`src/rtl/variance_pkg.sv`:
```
// Shared types and widths for variance_unit.
//   accum_state_t : sample accumulation FSM states
//   comp_state_t  : divide/subtract FSM states
//   QUOT_WIDTH / VAR_WIDTH : quotient and result widths for the default sample width
package variance_pkg;

  localparam int unsigned DATA_WIDTH_DEF = 8;
  localparam int unsigned CNT_WIDTH_DEF  = 16;
  localparam int unsigned QUOT_WIDTH     = 2 * DATA_WIDTH_DEF;
  localparam int unsigned VAR_WIDTH      = 2 * DATA_WIDTH_DEF;

  typedef enum logic {
    A_IDLE,
    A_ACC
  } accum_state_t;

  typedef enum logic [1:0] {
    C_IDLE,
    C_WAIT,
    C_DIV,
    C_SUB
  } comp_state_t;

endpackage

```
`src/rtl/serial_divider.sv`:
```
// Restoring divider producing one quotient bit per cycle.
// The quotient is known to fit in QUOT_W bits, so the upper DIVISOR_W bits of
// the dividend are already a valid partial remainder and only the low QUOT_W
// bits need to be shifted through. The first step is taken on the start cycle.
// Ports:
//   clk, rst  : clock, asynchronous active-high reset
//   start     : one-cycle pulse, dividend/divisor valid
//   dividend  : QUOT_W + DIVISOR_W bits
//   divisor   : DIVISOR_W bits, non-zero
//   done      : one-cycle pulse, quotient is final
//   quotient  : QUOT_W bits, held until the next start
module serial_divider
  import variance_pkg::*;
#(
  parameter int unsigned DIVISOR_W = CNT_WIDTH_DEF,
  parameter int unsigned QUOT_W    = QUOT_WIDTH
) (
  input  logic                          clk,
  input  logic                          rst,
  input  logic                          start,
  input  logic [QUOT_W+DIVISOR_W-1:0]   dividend,
  input  logic [DIVISOR_W-1:0]          divisor,
  output logic                          done,
  output logic [QUOT_W-1:0]             quotient
);

  localparam int unsigned DIVIDEND_W = QUOT_W + DIVISOR_W;
  localparam int unsigned STEP_W     = $clog2(QUOT_W + 1);

  logic [DIVISOR_W-1:0] rem_q, rem_d;
  logic [QUOT_W-1:0]    quo_q, quo_d;
  logic [STEP_W-1:0]    steps_q, steps_d;
  logic                 done_q, done_d;

  logic [DIVISOR_W-1:0] rem_src_c;
  logic [QUOT_W-1:0]    quo_src_c;
  logic [DIVISOR_W:0]   trial_c;
  logic                 fits_c;
  logic                 active_c;

  // One restoring step: shift the next dividend bit into the remainder.
  always_comb begin
    rem_src_c = start ? dividend[DIVIDEND_W-1 -: DIVISOR_W] : rem_q;
    quo_src_c = start ? dividend[QUOT_W-1:0] : quo_q;
    trial_c   = {rem_src_c, quo_src_c[QUOT_W-1]};
    fits_c    = (trial_c >= {1'b0, divisor});
    active_c  = start || (steps_q != '0);

    rem_d   = rem_q;
    quo_d   = quo_q;
    steps_d = steps_q;
    done_d  = 1'b0;

    if (active_c) begin
      rem_d   = fits_c ? DIVISOR_W'(trial_c - {1'b0, divisor}) : DIVISOR_W'(trial_c);
      quo_d   = {quo_src_c[QUOT_W-2:0], fits_c};
      steps_d = start ? STEP_W'(QUOT_W - 1) : steps_q - STEP_W'(1);
      done_d  = (steps_d == '0);
    end
  end

  always_ff @(posedge clk or posedge rst) begin
    if (rst) begin
      rem_q   <= '0;
      quo_q   <= '0;
      steps_q <= '0;
      done_q  <= 1'b0;
    end else begin
      rem_q   <= rem_d;
      quo_q   <= quo_d;
      steps_q <= steps_d;
      done_q  <= done_d;
    end
  end

  assign done     = done_q;
  assign quotient = quo_q;

endmodule

```
`src/rtl/variance_unit.sv`:
```
// Per-block variance: floor(sum(x^2) / N) - mean^2, clamped at zero.
// An accumulate stage sums squares of enabled samples; a compute stage pairs
// the block with mean_unit's mean and runs a serial divide then a subtract.
// Ports:
//   clk, rst       : clock, asynchronous active-high reset
//   total_samples  : block size N, sampled on start_data_in
//   data_in, en    : sample stream, en qualifies data_in
//   start_data_in  : block start pulse, samples begin next cycle
//   mean_in        : mean from mean_unit, valid while mean_ready is high
//   mean_ready     : mean_unit ready pulse
//   variance_out   : last result, held
//   ready          : one-cycle pulse, variance_out is new
//   busy           : compute stage occupied
//   overflow       : sticky, a block or a mean was dropped
module variance_unit
  import variance_pkg::*;
#(
  parameter int unsigned DATA_WIDTH  = DATA_WIDTH_DEF,
  parameter int unsigned CNT_WIDTH   = CNT_WIDTH_DEF,
  parameter int unsigned SUMSQ_WIDTH = 2 * DATA_WIDTH + CNT_WIDTH
) (
  input  logic                    clk,
  input  logic                    rst,
  input  logic [CNT_WIDTH-1:0]    total_samples,
  input  logic [DATA_WIDTH-1:0]   data_in,
  input  logic                    start_data_in,
  input  logic                    en,
  input  logic [DATA_WIDTH-1:0]   mean_in,
  input  logic                    mean_ready,
  output logic [2*DATA_WIDTH-1:0] variance_out,
  output logic                    ready,
  output logic                    busy,
  output logic                    overflow
);

  localparam int unsigned SQ_W  = 2 * DATA_WIDTH;
  localparam int unsigned VW    = (DATA_WIDTH == DATA_WIDTH_DEF) ? VAR_WIDTH : SQ_W;
  localparam int unsigned DVD_W = SQ_W + CNT_WIDTH;

  // Accumulate stage
  accum_state_t           a_q, a_d;
  logic [CNT_WIDTH-1:0]   total_q, total_d;
  logic [CNT_WIDTH-1:0]   cnt_q, cnt_d;
  logic [SUMSQ_WIDTH-1:0] sumsq_q, sumsq_d;

  // Compute stage
  comp_state_t            c_q, c_d;
  logic [SUMSQ_WIDTH-1:0] dvd_q, dvd_d;
  logic [CNT_WIDTH-1:0]   dvs_q, dvs_d;
  logic [DATA_WIDTH-1:0]  mean_use_q, mean_use_d;

  // Mean hold register
  logic [DATA_WIDTH-1:0]  mean_hold_q, mean_hold_d;
  logic                   mean_full_q, mean_full_d;

  // Outputs
  logic [VW-1:0]          variance_q, variance_d;
  logic                   ready_q, ready_d;
  logic                   busy_q, busy_d;
  logic                   overflow_q, overflow_d;

  logic [SQ_W-1:0]        sq_c;
  logic [SUMSQ_WIDTH-1:0] sumsq_inc_c;
  logic [CNT_WIDTH-1:0]   cnt_inc_c;
  logic                   handoff_c;
  logic                   take_c;
  logic                   mean_avail_c;
  logic [DATA_WIDTH-1:0]  mean_pick_c;
  logic                   consume_c;
  logic                   div_start_c;
  logic                   div_done;
  logic [SQ_W-1:0]        quotient;
  logic [SQ_W-1:0]        msq_c;

  // Accumulate FSM: sum squares of enabled samples until N are counted.
  always_comb begin
    sq_c        = SQ_W'(data_in) * SQ_W'(data_in);
    sumsq_inc_c = sumsq_q + SUMSQ_WIDTH'(sq_c);
    cnt_inc_c   = cnt_q + CNT_WIDTH'(1);

    a_d       = a_q;
    total_d   = total_q;
    cnt_d     = cnt_q;
    sumsq_d   = sumsq_q;
    handoff_c = 1'b0;

    if ((a_q == A_ACC) && en) begin
      cnt_d   = cnt_inc_c;
      sumsq_d = sumsq_inc_c;
      if (cnt_inc_c == total_q) begin
        handoff_c = 1'b1;
        a_d       = A_IDLE;
      end
    end

    // A start overrides the running block, but a block completing on this
    // same cycle has already been handed off above.
    if (start_data_in) begin
      total_d = total_samples;
      cnt_d   = '0;
      sumsq_d = '0;
      a_d     = (total_samples == '0) ? A_IDLE : A_ACC;
    end
  end

  // Compute FSM plus mean hold register and output registers.
  always_comb begin
    mean_avail_c = mean_full_q || mean_ready;
    mean_pick_c  = mean_full_q ? mean_hold_q : mean_in;
    // C_SUB is the final cycle of a result, so a new block may land there.
    take_c       = handoff_c && ((c_q == C_IDLE) || (c_q == C_SUB));
    consume_c    = (c_q == C_WAIT) && mean_avail_c;
    msq_c        = SQ_W'(mean_use_q) * SQ_W'(mean_use_q);

    c_d         = c_q;
    dvd_d       = dvd_q;
    dvs_d       = dvs_q;
    mean_use_d  = mean_use_q;
    mean_hold_d = mean_hold_q;
    mean_full_d = mean_full_q;
    variance_d  = variance_q;
    ready_d     = 1'b0;
    overflow_d  = overflow_q;
    div_start_c = 1'b0;

    case (c_q)
      C_IDLE: begin
        if (take_c) c_d = C_WAIT;
      end
      C_WAIT: begin
        if (mean_avail_c) begin
          mean_use_d  = mean_pick_c;
          div_start_c = 1'b1;
          c_d         = C_DIV;
        end
      end
      C_DIV: begin
        if (div_done) c_d = C_SUB;
      end
      C_SUB: begin
        variance_d = (quotient >= msq_c) ? VW'(quotient - msq_c) : '0;
        ready_d    = 1'b1;
        c_d        = take_c ? C_WAIT : C_IDLE;
      end
      default: c_d = C_IDLE;
    endcase

    if (take_c) begin
      dvd_d = sumsq_inc_c;
      dvs_d = total_q;
    end
    if (handoff_c && !take_c) overflow_d = 1'b1;

    // A mean consumed from the hold register frees it for a same-cycle arrival.
    if (consume_c) begin
      if (mean_full_q) begin
        mean_full_d = mean_ready;
        if (mean_ready) mean_hold_d = mean_in;
      end
    end else if (mean_ready) begin
      if (mean_full_q) begin
        overflow_d = 1'b1;
      end else begin
        mean_full_d = 1'b1;
        mean_hold_d = mean_in;
      end
    end

    busy_d = (c_d != C_IDLE);
  end

  always_ff @(posedge clk or posedge rst) begin
    if (rst) begin
      a_q         <= A_IDLE;
      total_q     <= '0;
      cnt_q       <= '0;
      sumsq_q     <= '0;
      c_q         <= C_IDLE;
      dvd_q       <= '0;
      dvs_q       <= '0;
      mean_use_q  <= '0;
      mean_hold_q <= '0;
      mean_full_q <= 1'b0;
      variance_q  <= '0;
      ready_q     <= 1'b0;
      busy_q      <= 1'b0;
      overflow_q  <= 1'b0;
    end else begin
      a_q         <= a_d;
      total_q     <= total_d;
      cnt_q       <= cnt_d;
      sumsq_q     <= sumsq_d;
      c_q         <= c_d;
      dvd_q       <= dvd_d;
      dvs_q       <= dvs_d;
      mean_use_q  <= mean_use_d;
      mean_hold_q <= mean_hold_d;
      mean_full_q <= mean_full_d;
      variance_q  <= variance_d;
      ready_q     <= ready_d;
      busy_q      <= busy_d;
      overflow_q  <= overflow_d;
    end
  end

  serial_divider #(
    .DIVISOR_W (CNT_WIDTH),
    .QUOT_W    (SQ_W)
  ) u_div (
    .clk      (clk),
    .rst      (rst),
    .start    (div_start_c),
    .dividend (DVD_W'(dvd_q)),
    .divisor  (dvs_q),
    .done     (div_done),
    .quotient (quotient)
  );

  assign variance_out = SQ_W'(variance_q);
  assign ready        = ready_q;
  assign busy         = busy_q;
  assign overflow     = overflow_q;

endmodule

```
`config.mk`:
```
export PLATFORM = sky130hd
export DESIGN_NAME = variance_unit
export DESIGN_NICKNAME = d
export VERILOG_FILES = /design/src/rtl/variance_pkg.sv /design/src/rtl/serial_divider.sv /design/src/rtl/variance_unit.sv
export SDC_FILE = /design/constraint.sdc
export NUM_CORES = 1
export LEC_CHECK = 0
export CORE_MARGIN = 1.5
export CORE_UTILIZATION = 25
export CTS_BUF_LIST = sky130_fd_sc_hd__clkbuf_8
export DETAILED_ROUTE_END_ITERATION = 12
export DONT_BUFFER_PORTS = 1
export PLACE_DENSITY = 0.37
export SLEW_MARGIN = 20
export SYNTH_ARGS = -nofsm -noshare
export SYNTH_HDL_FRONTEND = slang
export SYNTH_SLANG_ARGS = --single-unit
```
`constraint.sdc`:
```
create_clock -name clk -period 9.9 [get_ports clk]
set_input_delay 2.475 -clock clk [delete_from_list [all_inputs] [get_ports clk]]
set_output_delay 2.475 -clock clk [all_outputs]
set_load 0.03 [all_outputs]
```
==> metrics.md <==
| Metric | Value |
|---|---|
| Post-synth EDFFs | `0` |
| Type of destination of the critical path | `flip-flop` |
| Final weighted congestion in routability-driven placement | `0.779` |
| Final total negative setup slack | `0 ps` |
| Die Outline Area | `58,700 um^2` |
| Clk Latency, worst-skew pair | `560 ps` |
| Design internal power | `0.00274 W` |
| Hold worst-path end | `u_div.quotient[9]$_DFFE_PP0P_` |
| Port Buffer Count | `0` |
| Area fraction in and, or, nand and nor cells after synthesis | `15.2%` |
| Source of the worst register-to-register timing path | `mean_use_q[3]$_DFFE_PP0P_` |
| Horizontal extent of the die | `242 um` |
| Remaining design rule violation count | `0` |
| WHS Path Cells | `2` |
| I/O pin total | `56` |
| Average routed wire per standard cell | `16.4 um` |
| Switching share of power | `49.0%` |
| Slowest-stage cell, CP | `a31oi_2` |
| Total number of H-tree levels | `4` |
| Placement row count | `87` |
| Worst hold slack | `490 ps` |
| Cell leakage power | `7.02 nW` |
| FF-to-FF End | `variance_out[13]$_DFFE_PP0P_` |
| Chip height | `242 um` |
| Maximum number of pins on one net before global-route repair | `125` |
| Combinational fraction of design power | `68.2%` |
| Total global routing track utilization | `13.2%` |
| Flop2flop setup slack | `3640 ps` |
| Share of the synthesized area in compound gates (AO/OA/AOI/OAI) | `13.1%` |
| Vias per Instance | `4.60` |
| Synthesized-area fraction occupied by adder cells | `18.5%` |
| # hold bufs at CTS | `0` |
| Buffers from clock root to sink, at most | `2` |
| Number of buffers created by CTS | `17` |
| Data arrival time of the worst path | `7570 ps` |
| Area of the multi-input gates | `8780 um^2` |
| Time the worst path needs with I/O delays and setup | `7090 ps` |
| Global-route wire length before repair | `60.9 mm` |
| GRT Residual Overflow | `0` |
| Unrepaired setup endpoints after global routing | `false` |
| Achievable frequency | `141 MHz` |
| Share of synthesized registers carrying an async set or reset | `100%` |
| Violation count after the first detailed-route iteration | `480` |
| Antenna violations before repair | `1` |
| Main flop type after synthesis | `dfrtp_1` |
| Setup-violating endpoint count in the final report | `0` |
| Fraction of final layout cells sized beyond drive strength 1 | `8.13%` |
| Sequential share of the synthesized area | `33.0%` |
| Register clock-pin slew on the reported worst setup and hold paths | `100 ps` |
| Max transition margin | `34.6%` |
| Power density relative to cell area | `347 nW/um^2` |
| Synthesized flop and latch total | `189` |
| Root Buffer | `clkbuf_8` |
| Area fraction of the dominant cell type after synthesis | `33.0%` |
| Final Hold Vio Count | `0` |
| Total standard cell area after synthesis | `14,300 um^2` |
| Depth of the worst register-to-register path | `20` |
| Critical Path Fanout Max | `23` |
| Run status | `finished clean` |
| Clock share of power | `10.7%` |
| Seq. cell area | `4730 um^2` |
| Number of buffers inserted to repair setup after CTS | `0` |
| Final clock period utilization by the worst path | `71.6%` |
| Data required time at the worst endpoint | `10,380 ps` |
| Synth Area in XOR/XNOR | `6.82%` |
| Count of fill cells added during filler insertion | `6,022` |
| Gates resized, CTS repair | `0` |
| Via count of the first global-routing pass | `10,700` |
| Register share of total power | `21.1%` |
| Worst Setup Start Kind | `input pin` |
| Core region area | `56,500 um^2` |
| Dominant combinational cell family by area after synthesis | `adder cells` |
| Initial standard-cell utilization of the core | `25.3%` |
| Nets@finish | `1,686` |
| Max Cap Violations | `0` |
| Critical-path cell list | `and2_1 -> inv_1 -> fa_1 -> inv_1 -> fa_1 -> inv_1 -> fa_1 -> inv_1 -> fa_1 -> ha_1 -> a2111oi_2 -> o21ai_0 -> a31o_2 -> a41o_1 -> a31oi_2 -> o21ai_0 -> a31oi_1` |
| Clock tree from TritonCTS | `built` |
| Drt first pass iters | `5` |
| Sum of routed wire length over all layers | `36.8 mm` |
| Remaining antenna violation count | `0` |
| Net switching power | `0.00263 W` |
| Num Clock Sinks | `189` |
| Synthesized netlist net count | `1,726` |
| Fraction of synthesized area in multiplexers | `7.44%` |
| Delay of the slowest critical-path stage | `810 ps` |
| DP Wirelength | `27.3 mm` |
| Cell type with the largest total area after synthesis | `dfrtp_1` |
| Startpoint of the most critical hold path | `dvd_q[8]$_DFFE_PP0P_` |
| Average footprint of a synthesized cell | `9.45 um^2` |
| Start-to-end type of the worst setup path | `input pin to flip-flop` |
| Dpl ws | `2240 ps` |
| Worst VDD drop | `0.000212 V` |
| Min setup slack post-route | `2810 ps` |
| Total of warnings raised by yosys | `0` |
| Number of distinct library cells after synthesis | `79` |
| Top area cells in the synthesized netlist | `dfrtp_1 (33%), ha_1 (9.4%), fa_1 (9.1%), nand2_1 (4.3%), xnor2_1 (3.9%)` |
| Post-Route Skew | `22.3 ps` |
| Type of the worst min-delay path | `flip-flop to flip-flop` |
| Gate count after technology mapping | `1,516` |
| Tightest Pin Transition | `978 ps` |
| Area added between synthesis and finish | `8.12%` |
| Utilization after layout | `27.4%` |
| Total number of vias | `10,300` |
| Final Slew Violations | `0` |
-- logic make-up (layout without fill, tap and decap cells) --
group	count (synthesis)	after routing
xor+xnor	110	110
buf+inv	214	187
flops	189	189
compound gates	289	289
simple gates	449	449
other cells	0	1
fa+ha+maj	173	173
mux	92	92
-- cell usage after synthesis (9+ instances only) --
cell       instances
dfrtp_1          189
nand2_1          163
inv_1            148
ha_1             108
nor2_1            94
a21oi_1           78
o21ai_0           76
fa_1              65
xnor2_1           64
clkbuf_1          50
and2_1            46
xor2_1            45
mux2i_1           36
mux2_2            34
nand3_1           24
nor3_1            24
mux2_4            20
a31oi_1           17
nor2b_1           15
o22ai_1           15
nand4_1           14
or3_1             14
a21o_1            13
nand2b_1          11
o2111ai_1         10
o31ai_1           10
and3_1             9
buf_2              9
-- metrics by stage --
stage,area [um^2],std cells,power (W)
2_1_floorplan,14300,1516,0.00399
3_3_place_gp,15000,2213,0.00485
3_5_place_dp,15000,2213,0.00485
6_report,15500,2246,0.00537
5_1_grt,15500,2246,0.00601
4_1_cts,15500,2245,0.00547
-- sequential cells by signal, indices dropped and copies added (netlist names) --
signal / flops
u_div.quotient: 16
c_q: 2
mean_full_q: 1
ready: 1
u_div.done: 1
u_div.rem_q: 16
cnt_q: 16
sumsq_q: 32
mean_use_q: 8
dvd_q: 32
total_q: 16
mean_hold_q: 8
busy: 1
a_q: 1
overflow: 1
u_div.steps_q: 5
variance_out: 16
dvs_q: 16
-- area by class of cell --
| cell class | count | area share [%] |
|---|---|---|
| inverter | 148 | 3.64 |
| sequential | 189 | 30.5 |
| antenna | 1 | 0.0162 |
| clock inverter | 12 | 0.889 |
| tap | 756 | 6.11 |
| clock buffer | 20 | 1.78 |
| timing repair buffer | 7 | 0.339 |
| multi-input combinational | 1113 | 56.7 |
-- worst max-delay path by stage --
stage | start | end | slack, ps | cells after the start
5_1_grt | data_in[7] | dvd_q[31]$_DFFE_PP0P_ | 2560 | 17
3_5_place_dp | data_in[7] | dvd_q[31]$_DFFE_PP0P_ | 2240 | 17
4_1_cts | data_in[7] | dvd_q[31]$_DFFE_PP0P_ | 2860 | 17
3_3_place_gp | data_in[7] | dvd_q[31]$_DFFE_PP0P_ | 2240 | 17
6_report | data_in[7] | dvd_q[31]$_DFFE_PP0P_ | 2810 | 17
2_1_floorplan | rst | a_q$_DFFE_PP0P_ | 2280 | 1
-- worst max-delay path: cells and delay by family --
kind	cells	cell delay (ps)
AOI/OAI and AO/OA	7	2420
adders and majority gates	5	2310
buffers and inverters	4	230
and+or+nand+nor	1	130
-- cell usage in the layout, fill, tap and decap left out, types with 7 or more instances in the layout --
cell type / netlist / final
nor3_1: 24 / 24
nor4_1: 7 / 7
fa_1: 65 / 65
a21oi_1: 78 / 78
o21ai_0: 76 / 76
xnor2_1: 64 / 64
and3_1: 9 / 9
nand2_1: 163 / 161
nor2_1: 94 / 94
clkbuf_8: 0 / 20
o21a_1: 8 / 8
or4_1: 8 / 8
mux2_4: 20 / 20
or3_1: 14 / 14
a31oi_1: 17 / 17
mux2_2: 34 / 34
nand3_1: 24 / 24
o22ai_1: 15 / 15
a21o_1: 13 / 13
buf_4: 2 / 7
nand2b_1: 11 / 11
mux2i_1: 36 / 36
xor2_1: 45 / 45
inv_1: 148 / 148
o31ai_1: 10 / 10
and2_1: 46 / 46
dfrtp_1: 189 / 189
o2111ai_1: 10 / 9
ha_1: 108 / 108
nor2b_1: 15 / 15
o211ai_1: 7 / 7
nand4_1: 14 / 14
-- layer usage --
| layer | share of wire, % | GRT usage (%) |
|---|---|---|
| met3 | 2.9 | 2.45 |
| met5 | 0 | 0 |
| met2 | 43 | 19.6 |
| met1 | 53 | 19.3 |
| met4 | 1.4 | 3.82 |
-- power groups by stage --
stage | clock (W) | sequential, W | combinational (W)
2_1_floorplan | 0 | 0.00107 | 0.00293
3_3_place_gp | 0 | 0.00116 | 0.00369
3_5_place_dp | 0 | 0.00116 | 0.00369
4_1_cts | 0.000609 | 0.00114 | 0.00372
5_1_grt | 0.000631 | 0.00117 | 0.00421
6_report | 0.000574 | 0.00113 | 0.00366
Note: power is estimated with default switching activity, not from simulation.
